**config.mk**
```make
export PLATFORM = sky130hd
export DESIGN_NAME = maf_sched
export DESIGN_NICKNAME = d
export VERILOG_FILES = /design/src/rtl/maf_pkg.sv /design/src/rtl/maf_sched_rr_arbiter.sv /design/src/rtl/maf_sched.sv
export SDC_FILE = /design/constraint.sdc
export NUM_CORES = 1
export LEC_CHECK = 0
export ABC_AREA = 1
export ABC_CLOCK_PERIOD_IN_PS = 11300
export CAP_MARGIN = 20
export CORE_MARGIN = 10
export CORE_UTILIZATION = 64
export CTS_CLUSTER_SIZE = 8
export DETAILED_ROUTE_END_ITERATION = 8
export MAX_ROUTING_LAYER = met4
export PLACE_DENSITY = 0.82
export SKIP_CTS_REPAIR_TIMING = 1
export SLEW_MARGIN = 20
export SYNTH_ARGS = -nofsm -noshare
export SYNTH_HDL_FRONTEND = slang
export SYNTH_SLANG_ARGS = --single-unit
```
**constraint.sdc**
```tcl
create_clock -name clk -period 11.3 [get_ports clk]
set_input_delay 2.26 -clock clk [delete_from_list [all_inputs] [get_ports clk]]
set_output_delay 2.26 -clock clk [all_outputs]
set_load 0.02 [all_outputs]
```
**src/rtl/maf_pkg.sv**
```systemverilog
// Shared sizing and per-channel state record for the moving-average scheduler.
// Everything downstream derives its widths from these few constants.
package maf_pkg;

  localparam int NCH = 4;
  localparam int WIN = 4;
  localparam int DW  = 5;
  localparam int OW  = 8;

  localparam int CHW = $clog2(NCH);
  localparam int SW  = DW + $clog2(WIN);
  localparam int CW  = $clog2(WIN) + 1;

  // hist[0] is the newest sample, hist[WIN-1] the one about to leave the window
  typedef struct packed {
    logic [WIN-1:0][DW-1:0] hist;
    logic [SW-1:0]          sum;
    logic [CW-1:0]          cnt;
  } chState_t;

endpackage

```
**src/rtl/maf_sched_rr_arbiter.sv**
```systemverilog
// Combinational round-robin arbiter: grants the first eligible requester
// found by searching upward from ptr_i, wrapping around (N is a power of two).
module rr_arbiter #(
  parameter int N = 4
) (
  input  logic [N-1:0]         req_i,
  input  logic [N-1:0]         mask_i,
  input  logic [$clog2(N)-1:0] ptr_i,
  output logic [N-1:0]         gnt_o
);

  localparam int PW = $clog2(N);

  logic [N-1:0]  eligible;
  logic [PW-1:0] idx;
  logic          found;

  assign eligible = req_i & ~mask_i;

  always_comb begin
    gnt_o = '0;
    found = 1'b0;
    idx   = '0;
    for (int i = 0; i < N; i++) begin
      idx = ptr_i + PW'(i);
      if (!found && eligible[idx]) begin
        gnt_o[idx] = 1'b1;
        found      = 1'b1;
      end
    end
  end

endmodule

```
**src/rtl/maf_sched.sv**
```systemverilog
// Four-channel time-multiplexed moving-average filter: one shared
// sliding-window add/subtract datapath, round-robin access, registered result.
module maf_sched
  import maf_pkg::*;
(
  input  logic              clk,
  input  logic              reset,
  input  logic [NCH-1:0]    req,
  input  logic [NCH*DW-1:0] din,
  input  logic [NCH-1:0]    clr,
  output logic [NCH-1:0]    gnt,
  output logic              dout_valid,
  output logic [CHW-1:0]    dout_ch,
  output logic [OW-1:0]     dout,
  output logic              dout_full
);

  chState_t       chState_q [NCH];
  logic [CHW-1:0] ptr_q;
  logic           doutValid_q;
  logic [CHW-1:0] doutCh_q;
  logic [OW-1:0]  dout_q;
  logic           doutFull_q;

  logic           accept;
  logic [CHW-1:0] gntIdx;
  logic [DW-1:0]  sample;
  chState_t       granted;
  chState_t       grantState_d;

  // Clearing channels are masked so a clear always wins over a pending sample
  rr_arbiter #(.N(NCH)) uArb (
    .req_i  (req),
    .mask_i (clr),
    .ptr_i  (ptr_q),
    .gnt_o  (gnt)
  );

  // Next state of the granted channel; the dropped sample is already inside
  // the sum, so the subtract never underflows and the sum never wraps.
  always_comb begin
    gntIdx = '0;
    for (int k = 0; k < NCH; k++) begin
      if (gnt[k]) gntIdx = CHW'(k);
    end
    accept  = |gnt;
    sample  = din[gntIdx*DW +: DW];
    granted = chState_q[gntIdx];
    grantState_d.hist = {granted.hist[WIN-2:0], sample};
    grantState_d.sum  = granted.sum - SW'(granted.hist[WIN-1]) + SW'(sample);
    grantState_d.cnt  = (granted.cnt == CW'(WIN)) ? granted.cnt
                                                  : granted.cnt + CW'(1);
  end

  always_ff @(posedge clk or posedge reset) begin
    if (reset) begin
      for (int k = 0; k < NCH; k++) chState_q[k] <= '0;
      ptr_q       <= '0;
      doutValid_q <= 1'b0;
      doutCh_q    <= '0;
      dout_q      <= '0;
      doutFull_q  <= 1'b0;
    end else begin
      for (int k = 0; k < NCH; k++) begin
        if (clr[k]) begin
          chState_q[k] <= '0;
        end else if (accept && (gntIdx == CHW'(k))) begin
          chState_q[k] <= grantState_d;
        end
      end
      doutValid_q <= accept;
      if (accept) begin
        ptr_q      <= gntIdx + CHW'(1);
        doutCh_q   <= gntIdx;
        dout_q     <= OW'(grantState_d.sum);
        doutFull_q <= (grantState_d.cnt == CW'(WIN));
      end
    end
  end

  assign dout_valid = doutValid_q;
  assign dout_ch    = doutCh_q;
  assign dout       = dout_q;
  assign dout_full  = doutFull_q;

endmodule

```
After elaboration in Yosys (flattened, before gate mapping) --
Index checks and enable logic that the tools add are counted.
Word-level totals: bits in registers 133, bits of input ports 30, output and inout port bits 16, word-level logic and storage cells 116
Operators by class: $add $sub $neg 7, multiply operators 1, magnitude comparators 9, equal/unequal tests 5, shift-type cells 1, muxes and demuxes 38, bitwise gates (word level) 6, reductions and logical operators 20
Operator list (number):
- 30-bit 2-to-1 mux | 10
- 30-bit binary-select mux with 2-bit select | 1
- 20-bit by 6-bit indexed part select with 5-bit output | 1
- 4-bit 2-to-1 mux | 4
- 2-bit by 3-bit less-than comparator with 1-bit output, second input constant | 4
- 1-bit 2-to-1 mux | 12
- 4-bit bitwise OR | 3
- 1-bit logical AND | 11
- 1-bit binary-select mux with 2-bit select | 4
- 1-bit demux with 2-bit select | 4
- 2-bit by 1-bit greater-or-equal comparator with 1-bit output, second input constant | 4
- 2-bit nonzero test | 4
- 7-bit by 5-bit adder with 7-bit output | 1
- 7-bit by 5-bit subtractor with 7-bit output | 1
- 3-bit == test, second input constant | 2
- 2-bit by 3-bit multiplier with 5-bit output, second input constant | 1
- 2-bit by 1-bit adder with 2-bit output, second input constant | 2
- 2-bit adder, second input constant | 2
- 4-bit bitwise AND | 1
- 2-bit == test, second input constant | 2
- 2-bit 2-to-1 mux | 2
- 4-bit inverter | 1
- 4-bit OR reduction | 1
- 3-bit by 1-bit adder with 3-bit output, second input constant | 1
- 6 further kinds | 8

Longest topological paths before layout --
Gate-level depths: netlist (run 1).
depth after elaboration 25, gate-level depth with buffers 36, gate-level depth less buffers 35

Modules after synthesis --
A second synthesis (run 1) with hierarchy kept.
Unflattened totals: cell total of the unflattened synthesis 858, area, all modules 7472.2 sq um
Modules (own cells, without submodules):
- maf_sched | times used 1, cells an instance 784, area an instance 7028.0 sq um
- rr_arbiter | times used 1, cells an instance 74, area an instance 444.2 sq um

Worst setup path before layout (run 1) --
Ideal clock, no wire load.
path type input-to-reg, start point input clr[2], end point register chState_q[39] (netlist bit), arrival time 5.710 ns, setup slack 5.472 ns, stages on the path 28, buffers on the path 1, cells stage by stage inv_1 nand3_1 nand3_1 nand2_1 nand2_2 inv_2 nand3_2 nand3_4 nor2_8 buf_1 o211ai_1 nand2_1 inv_1 fa_1 inv_1 ha_1 a21oi_1 nor2_1 nor2_1 inv_1 a21oi_1 nor2_1 nor2_1 inv_1 nand2_1 nand3_1 nand3_1 nand2_1
Between the ends: elaborated cells on any way between the ends 43
RTL lines:
- start: declaration | RTL line maf_sched.sv:10 | input logic [NCH-1:0] clr,
- 4-bit inverter * | RTL line maf_sched_rr_arbiter.sv:18 | assign eligible = req_i & ~mask_i;
- 4-bit bitwise AND * | RTL line maf_sched_rr_arbiter.sv:18
- 1-bit binary-select mux with 2-bit select | RTL line maf_sched_rr_arbiter.sv:26 | if (!found && eligible[idx]) begin
- 1-bit 2-to-1 mux (implied by the code) | RTL line maf_sched_rr_arbiter.sv:26
- 1-bit 2-to-1 mux | RTL line maf_sched_rr_arbiter.sv:26
- 1-bit zero test | RTL line maf_sched_rr_arbiter.sv:26
- 1-bit logical AND | RTL line maf_sched_rr_arbiter.sv:26
- 1-bit 2-to-1 mux | RTL line maf_sched_rr_arbiter.sv:26
- 1-bit zero test | RTL line maf_sched_rr_arbiter.sv:26
- 1-bit logical AND | RTL line maf_sched_rr_arbiter.sv:26
- 1-bit 2-to-1 mux | RTL line maf_sched_rr_arbiter.sv:26
- 1-bit zero test | RTL line maf_sched_rr_arbiter.sv:26
- 1-bit logical AND | RTL line maf_sched_rr_arbiter.sv:26
- 4-bit 2-to-1 mux * | RTL line maf_sched_rr_arbiter.sv:26
- net gnt[2] | RTL line maf_sched.sv:11 | output logic [NCH-1:0] gnt,
- branches (longest 10 deep; another with 7-bit by 5-bit adder with 7-bit output)
- end signal: indexed assignment | RTL line maf_sched.sv:68 | chState_q[k] <= grantState_d;
- end: declaration | RTL line maf_sched.sv:18 | chState_t chState_q [NCH];
Mark *: on every way through the listed nets, which the timed path passes. The select of a mux whose other input is x is not followed. A chain may end at the register's enable or synchronous reset.

Final worst setup path (run 1) --
start point input clr[1], end point register chState_q[69] (netlist bit)
Between the ends: cells in the longest elaborated chain, start to end 25, elaborated cells on any way between the ends 43
RTL lines:
- branches (longest 25 deep; another with 4-bit inverter)
Parallel ways; which one is timed is not known. The select of a mux whose other input is x is not followed.

==> flow_summary.yaml, run 1 <==
worst_hold_path:
  hold_path_class: "flip-flop to flip-flop"
  holdPathStages: 2
global_routing:
  grt_pass1_vias: 6249
  grt_max_degree: 72
  grt_overflow: 0
  grt_pass1_wl_mm: 31.9
  grt_use_total: 0.254
  antenna_found_initial: 0
sta:
  slew_headroom: 0.258
  setup_tns_ns: 0
  rsz0062_at_grt: "false"
  fmax_mhz: 130
  tightest_slew_ns: 1.11
  final_hold_viol_count: 0
  fin_skew_ns: 0.00814
  finalCritPeriodShare: 0.681
  setup_viol: 0
  period_minus_slack_ns: 7.69
  maxSlewViolCount: 0
drt:
  drt_iter0_drc: 807
  drt-pass1-iter-count: 6
  wl_mm: 19.2
  ant_nets: 0
  num_vias: 6161
  viasPerCell: 6.14
  routedWlPerCell_um: 19.1
  route.detailed.drc: 0
synth:
  synthArstFlopShare: 1.00
  syn_inst: 827
  synth_edf_count: 0
  synth_top_cell_area_share: 0.469
  synth_compound_area_frac: 0.195
  avgSynthCellArea_um2: 8.59
  synth-main-ff-cell: "dfrtp_1"
  synth.cell_area_mm2: 0.00710
  synthAdderAreaFrac: 0.0511
  yosysTopAreaCell: "dfrtp_1"
  syn_nets: 883
  ys_warn_count: 0
  synthXorXnorAreaFrac: 0.00370
  synth_top_family_by_area: "compound AO/OA/AOI/OAI gates"
  synth.distinct_cells: 40
  yosysSeqAreaShare: 0.469
  ys_ff_latch: 133
  synthMuxAreaShare: 0
  synth_area_leaders: "dfrtp_1 47%, nand2_1 9.9%, o21ai_0 5.9%"
  synth-simple-area-share: 0.184
die:
  die_x_um: 125
  initial_core_util: 0.655
  rows: 38
  core_area_mm2: 0.0108
  die_y_um: 125
  ios: 46
  dieArea_mm2: 0.0157
setup_path:
  worstPathMaxFanout: 38
  startpoint: "clr[1]"
  start_kind: "primary input"
  crit_type: "primary input to flip-flop"
  cp_slowest_cell: "inv_2"
  timing.critical_path.arrival_ns: 8.12
  r2r_start: "ptr_q[0]"
  crit_path_end_kind: "flip-flop"
  crit_path_max_incr_delay_ns: 0.76
  worst-r2r-cell-count: 29
  cp.required_ns: 11.73
  regToRegSetupSlack_ns: 4.93
  endpoint: "chState_q[69]"
  r2r-end: "chState_q[69]"
clock_network:
  h-tree-depth: 4
  cts_tree: "built"
  cts_root_buffer: "clkbuf_8"
  clock_path_buffers: 2
  insertion_delay_ns: 0.54
  path_clk_slew_ns: 0.06
  numCtsBuffers: 17
  cts.sinks: 133
finish:
  drive_gt1_frac: 0.119
  num_antenna_cells: 0
  n_fill_cell: 765
  final_nets: 907
  syn2layout_area_growth_pct: 13.9
outcome:
  status: "finished, final reports clean"
flow_run:
  maxCapViolations: 0
placed_design:
  gp_congestion: 0.930
  io_buffer_count: 44
  hpwl_mm: 11.4
==> layer usage <==
metal  track usage  wire, um
met4         0.116       534
met2         0.393      9280
met5             -         0
met1         0.313      7680
met3        0.0528      1710
==> critical path: cells and delay by family <==
kind                       cells  cell delay, ns
adders and majority gates      2            0.88
buffers and inverters          7            1.62
and+or+nand+nor               17            2.67
AOI/OAI and AO/OA              3            0.63
==> worst min path at each step <==
| stage | slack (ns) | to | start |
|---|---|---|---|
| after floorplan | 0.44 | chState_q[39] | chState_q[39] |
| after global placement | 0.45 | dout_ch[1] | dout_ch[1] |
| after detailed placement | 0.46 | chState_q[39] | chState_q[39] |
| after CTS | 0.47 | chState_q[39] | chState_q[39] |
| after global routing | 0.50 | chState_q[74] | chState_q[74] |
| final | 0.47 | dout_ch[1] | dout_ch[1] |
==> Yosys cell counts, types with 2 or more instances <==
library cell,number
dfrtp_1,133
o21ai_2,2
buf_2,21
nor2_2,2
fa_1,5
o21ai_1,52
nor2_4,5
buf_4,5
buf_6,9
xor2_1,2
o21ai_0,84
o22ai_1,41
a22o_1,3
inv_1,96
nand2_1,188
o22ai_2,14
ha_1,21
a21oi_1,27
nand2_2,11
nand3_1,34
inv_2,14
or2_2,2
nand3_2,6
o211ai_1,9
nor2_1,14
nand2_4,7
nand3b_1,3
clkbuf_1,5
==> cell families (layout without fill, tap and decap cells) <==
| group | count (synthesis) | after routing |
|---|---|---|
| fa+ha+maj | 26 | 26 |
| buf+inv | 153 | 189 |
| compound gates | 235 | 235 |
| simple gates | 276 | 276 |
| xor+xnor | 3 | 3 |
| flops | 133 | 133 |
| other cells | 1 | 1 |
==> state kept, by name, indices dropped and copies added (netlist names) <==
signal and cells:
chState_q 120, dout_ch 2, dout_valid 1, dout_full 1
ptr_q 2, dout 7
==> stage by stage <==
step / setup WS (ns) / area (um^2) / instances / hold WS (ns) / utilization
floorplan: 5.47 / 7100 / 827 / 0.440 / -
global placement: 3.63 / 7470 / 972 / 0.452 / 0.689
detailed placement: 3.36 / 7470 / 972 / 0.456 / 0.689
CTS: 3.79 / 8090 / 1003 / 0.473 / 0.746
global route: 3.26 / 8090 / 1003 / 0.500 / 0.746
finish: 3.61 / 8090 / 1003 / 0.471 / 0.746
==> cell usage in the layout, fill, tap and decap left out, types with 3 or more instances in the layout <==
cell,instances
nand3_2,6
ha_1,21
clkinv_4,3
clkinvlp_4,3
o21ai_1,52
nand2_4,7
nand3_1,34
o21ai_0,84
o211ai_1,9
o22ai_2,14
inv_2,14
nand2_1,188
a21oi_1,27
nand3b_1,3
clkbuf_16,16
fa_1,5
nor2_4,5
clkdlybuf4s50_1,44
a22o_1,3
nand2_2,11
inv_1,95
o22ai_1,41
nor2_1,14
dfrtp_1,133
bufinv_16,4
clkbuf_8,3
==> layout make-up <==
class / count / area (um^2) / area share
clock buffers: 19 / 442 / 0.0546
clock inverters: 12 / 179 / 0.0221
inverters: 112 / 425 / 0.0526
multi-input cells: 541 / 3080 / 0.381
flip-flops and latches: 133 / 3330 / 0.412
well taps: 140 / 175 / 0.0217
repair buffers: 46 / 455 / 0.0563
Power of run 1 is left out: the tool's default activity adds up to more than one toggle a clock period on the data nets, which glitch-free logic cannot reach.
==> inputs of run 2 (changes only) <==
--- a/config.mk
+++ b/config.mk
@@ -6,14 +6,14 @@
 export NUM_CORES = 1
 export LEC_CHECK = 0
 export ABC_AREA = 1
-export ABC_CLOCK_PERIOD_IN_PS = 11300
+export ABC_CLOCK_PERIOD_IN_PS = 8000
 export CAP_MARGIN = 20
 export CORE_MARGIN = 10
-export CORE_UTILIZATION = 64
+export CORE_UTILIZATION = 60
 export CTS_CLUSTER_SIZE = 8
 export DETAILED_ROUTE_END_ITERATION = 8
 export MAX_ROUTING_LAYER = met4
-export PLACE_DENSITY = 0.82
+export PLACE_DENSITY = 0.78
 export SKIP_CTS_REPAIR_TIMING = 1
 export SLEW_MARGIN = 20
 export SYNTH_ARGS = -nofsm -noshare
==> constraint.sdc (replaced) <==
create_clock -name clk -period 8 [get_ports clk]
set_input_delay 1.6 -clock clk [delete_from_list [all_inputs] [get_ports clk]]
set_output_delay 1.6 -clock clk [all_outputs]
set_load 0.02 [all_outputs]
==> run 2 against run 1 <==
Via count down 0.19%. Highest routed layer unchanged. First-iteration DRC count down 5.1%. Wire length about the same.
==> flow_summary.yaml, run 2 (synthesized netlist as in run 1, its figures left out) <==
setup_path:
  regToRegSetupSlack_ns: 2.46
  timing.critical_path.mode_cell: "nand2_1"
  worstPathMaxFanout: 45
  start_kind: "primary input"
  r2r-end: "dout[6]"
  crit_path_max_incr_delay_ns: 0.55
  worst-r2r-cell-count: 29
  timing.critical_path.arrival_ns: 6.62
  cp_slowest_cell: "inv_2"
  crit_type: "primary input to flip-flop"
  crit_path_end_kind: "flip-flop"
  r2r_start: "ptr_q[0]"
  cp.required_ns: 8.32
die:
  ios: 46
  die_x_um: 129
  dieArea_mm2: 0.0166
  rows: 39
  die_y_um: 129
  initial_core_util: 0.617
  core_area_mm2: 0.0115
drt:
  num_vias: 6149
  drt-pass1-iter-count: 5
  drt_iter0_drc: 766
  routedWlPerCell_um: 19.0
  wl_mm: 19.2
  route.detailed.drc: 0
  viasPerCell: 6.08
  ant_nets: 0
finish:
  regMostFlops: "chState_q"
  num_antenna_cells: 0
  mostFrequentLayoutCells: "188 x nand2_1, 133 x dfrtp_1, 95 x inv_1"
  largest_reg_flops: 120
  drive_gt1_frac: 0.123
  layout_commonest_cell: "nand2_1"
  final_nets: 911
  postLayoutCellArea_mm2: 0.00806
  syn2layout_area_growth_pct: 13.5
clock_network:
  clock_path_buffers: 2
  insertion_delay_ns: 0.43
  numCtsBuffers: 17
  path_clk_slew_ns: 0.06
  cts_root_buffer: "clkbuf_16"
  h-tree-depth: 4
  cts.sinks: 133
  cts_tree: "built"
sta:
  slew_headroom: 0.261
  fmax_mhz: 159
  maxSlewViolCount: 0
  period_minus_slack_ns: 6.30
  fin_skew_ns: 0.00891
  setup_viol: 0
  final_hold_viol_count: 0
  setup_tns_ns: 0
  finalCritPeriodShare: 0.788
  rsz0062_at_grt: "false"
  setup_slack_ns: 1.70
  tightest_slew_ns: 1.11
  whs_ns: 0.468
flow_run:
  maxCapViolations: 0
placed_design:
  hpwl_mm: 11.5
  place_ws_ns: 1.36
  gp_congestion: 0.887
  io_buffer_count: 44
  place_area_mm2: 0.00750
global_routing:
  antenna_found_initial: 0
  grt_pass1_wl_mm: 31.1
  grt_use_total: 0.243
  grt_overflow: 0
  grt_pass1_vias: 6148
  grt_max_degree: 85
worst_hold_path:
  holdCritStartpoint: "dout_ch[1]"
  holdPathStages: 2
  hold_path_class: "flip-flop to flip-flop"
  holdPathEnd: "dout_ch[1]"
outcome:
  status: "finished, final reports clean"
==> run 2: worst max-delay path: cells and delay by family <==
family | cells | cell delay [ns]
AOI/OAI and AO/OA | 3 | 0.61
buffers and inverters | 8 | 1.74
adders and majority gates | 2 | 0.86
and+or+nand+nor | 17 | 1.76
==> run 2: worst max path at each step <==
stage | end | cells after the start | startpoint
after floorplan | chState_q[39] | 28 | clr[2]
after detailed placement | chState_q[9] | 30 | clr[1]
after CTS | dout[6] | 30 | clr[1]
after global placement | dout[6] | 29 | clr[2]
final | dout[6] | 30 | clr[1]
after global routing | chState_q[9] | 30 | clr[1]
==> run 2: layer usage <==
metal  up-vias  wire (um)  global-route usage
met4         0        457               0.109
li1       2788          -                   -
met2       294       9280               0.382
met1      3025       8110               0.300
met5         -          0                   -
met3        42       1370              0.0485
==> run 2: through the flow <==
stage	cells	util
6_report	1011	0.700
5_1_grt	1011	0.700
4_1_cts	1011	0.700
3_5_place_dp	979	0.651
3_3_place_gp	979	0.651
2_1_floorplan	827	-
==> run 2: layout make-up <==
cell class | instances | area (um^2)
Fill cell | 899 | 3460
Timing Repair Buffer | 50 | 489
Tap cell | 143 | 179
Clock buffer | 18 | 429
Sequential cell | 133 | 3330
Multi-Input combinational cell | 541 | 3080
Clock inverter | 14 | 126
Inverter | 112 | 425
Power of run 2 is left out for the same reason.
==> inputs of run 3 (changes only) <==
--- a/config.mk
+++ b/config.mk
@@ -6,14 +6,14 @@
 export NUM_CORES = 1
 export LEC_CHECK = 0
 export ABC_AREA = 1
-export ABC_CLOCK_PERIOD_IN_PS = 8000
+export ABC_CLOCK_PERIOD_IN_PS = 5440
 export CAP_MARGIN = 20
 export CORE_MARGIN = 10
-export CORE_UTILIZATION = 60
+export CORE_UTILIZATION = 54
 export CTS_CLUSTER_SIZE = 8
 export DETAILED_ROUTE_END_ITERATION = 8
 export MAX_ROUTING_LAYER = met4
-export PLACE_DENSITY = 0.78
+export PLACE_DENSITY = 0.74
 export SKIP_CTS_REPAIR_TIMING = 1
 export SLEW_MARGIN = 20
 export SYNTH_ARGS = -nofsm -noshare
==> constraint.sdc (replaced) <==
create_clock -name clk -period 5.44 [get_ports clk]
set_input_delay 1.088 -clock clk [delete_from_list [all_inputs] [get_ports clk]]
set_output_delay 1.088 -clock clk [all_outputs]
set_load 0.02 [all_outputs]
==> run 3 against run 2 <==
Core utilization is 5.1 points lower. Flip-flop and latch count did not move. Final cell count grew 4.5%. Non-clock buffer count grew 19. Highest routed layer unchanged. Cell area rose by 2.8%. First-iteration DRC count decreased by 27%.
==> flow_summary.yaml, run 3 (synthesized netlist as in run 1, its figures left out) <==
global_routing:
  grt_max_degree: 65
  grt_use_total: 0.234
  antenna_found_initial: 0
  grt_pass1_wl_mm: 32.8
  grt_overflow: 0
  grt_pass1_vias: 6204
sta:
  fin_skew_ns: 0.00403
  maxSlewViolCount: 0
  fmax_mhz: 197
  setup_viol: 0
  finalCritPeriodShare: 0.935
  setup_tns_ns: 0
  tightest_slew_ns: 0.821
  setup_slack_ns: 0.355
  final_hold_viol_count: 0
  rsz0062_at_grt: "false"
  slew_headroom: 0.453
  period_minus_slack_ns: 5.09
drt:
  drt_iter0_drc: 562
  routedWlPerCell_um: 18.9
  ant_nets: 0
  drt-pass1-iter-count: 5
  wl_met3_mm: 1.45
  wl_met2_mm: 9.49
  highest_layer: "met4"
  viasPerCell: 5.86
  route.detailed.drc: 0
  wl_met1_mm: 8.53
  wl_mm: 20.0
  num_vias: 6196
die:
  die_y_um: 135
  initial_core_util: 0.556
  ios: 46
  dieArea_mm2: 0.0181
  die_x_um: 135
  rows: 41
  core_area_mm2: 0.0128
outcome:
  status: "finished, final reports clean"
worst_hold_path:
  hold_path_class: "flip-flop to flip-flop"
flow_run:
  maxCapViolations: 0
finish:
  ff_latch_area_mm2: 0.00333
  regMostFlops: "chState_q"
  drive_gt1_frac: 0.144
  num_antenna_cells: 0
  mostFrequentLayoutCells: "187 x nand2_1, 133 x dfrtp_1, 95 x inv_1"
  final_nets: 930
  syn2layout_area_growth_pct: 16.7
  largest_reg_flops: 120
  multi_input_area_mm2: 0.00309
  n_fill_cell: 1044
  layout_commonest_cell: "nand2_1"
  final_util: 0.648
setup_path:
  path_buf_inv: 6
  path_delay_family: "simple AND/OR/NAND/NOR gates"
  start_kind: "primary input"
  cp.required_ns: 5.75
  timing.critical_path.mode_cell: "nand2_1"
  crit_path_end_kind: "flip-flop"
  timing.critical_path.arrival_ns: 5.39
  crit_path_max_incr_delay_ns: 0.59
  worstPathMaxFanout: 18
  cp_slowest_cell: "fa_1"
  crit_type: "primary input to flip-flop"
clock_network:
  cts.sinks: 133
  clock_path_buffers: 2
  cts_tree: "built"
  cts_root_buffer: "clkbuf_16"
  h-tree-depth: 4
  path_clk_slew_ns: 0.05
  numCtsBuffers: 17
  insertion_delay_ns: 0.42
placed_design:
  hpwl_mm: 12.7
  gp_congestion: 0.917
  io_buffer_count: 44
  place_ws_ns: -0.0436
run 3: stage by stage:
step	cells	hold WS, ns	cell area [um^2]
after floorplan	827	0.440	7100
after global placement	1026	0.454	7680
after detailed placement	1026	0.468	7680
after CTS	1056	0.481	8260
after global routing	1057	0.490	8280
final	1057	0.477	8280
run 3: routing by layer:
layer,up-vias,track usage
li1,2821,-
met1,3027,0.295
met2,290,0.367
met3,58,0.0434
met4,0,0.0877
met5,-,-
run 3: cell type report:
cell class | instances | share of cell area
Clock inverter | 8 | 0.0122
Tap cell | 172 | 0.0260
Inverter | 112 | 0.0514
Clock buffer | 22 | 0.0573
Multi-Input combinational cell | 541 | 0.374
Timing Repair Buffer | 69 | 0.0778
Sequential cell | 133 | 0.402
run 3: path summary, 6_finish.rpt:
| kind | to | startpoint | depth (start not counted) | slack (ns) |
|---|---|---|---|---|
| hold / removal | dout_ch[1] | dout_ch[1] | 2 | 0.48 |
| hold reg to reg | dout_ch[1] | dout_ch[1] | 2 | 0.48 |
| max in group asynchronous | chState_q[87] | reset | 3 | 3.16 |
| setup reg to reg | chState_q[9] | ptr_q[0] | 32 | 0.59 |
| setup / recovery | chState_q[9] | clr[0] | 29 | 0.35 |
| min in group asynchronous | dout[3] | reset | 2 | 1.17 |
run 3: worst register-to-register path, delay by kind of cell, from the launching register on:
| kind | cells | cell delay, ns |
|---|---|---|
| compound gates | 3 | 0.34 |
| fa+ha+maj | 3 | 1.24 |
| buf+inv | 9 | 0.92 |
| flops | 1 | 0.53 |
| simple gates | 17 | 1.72 |
Power of run 3 is left out for the same reason.
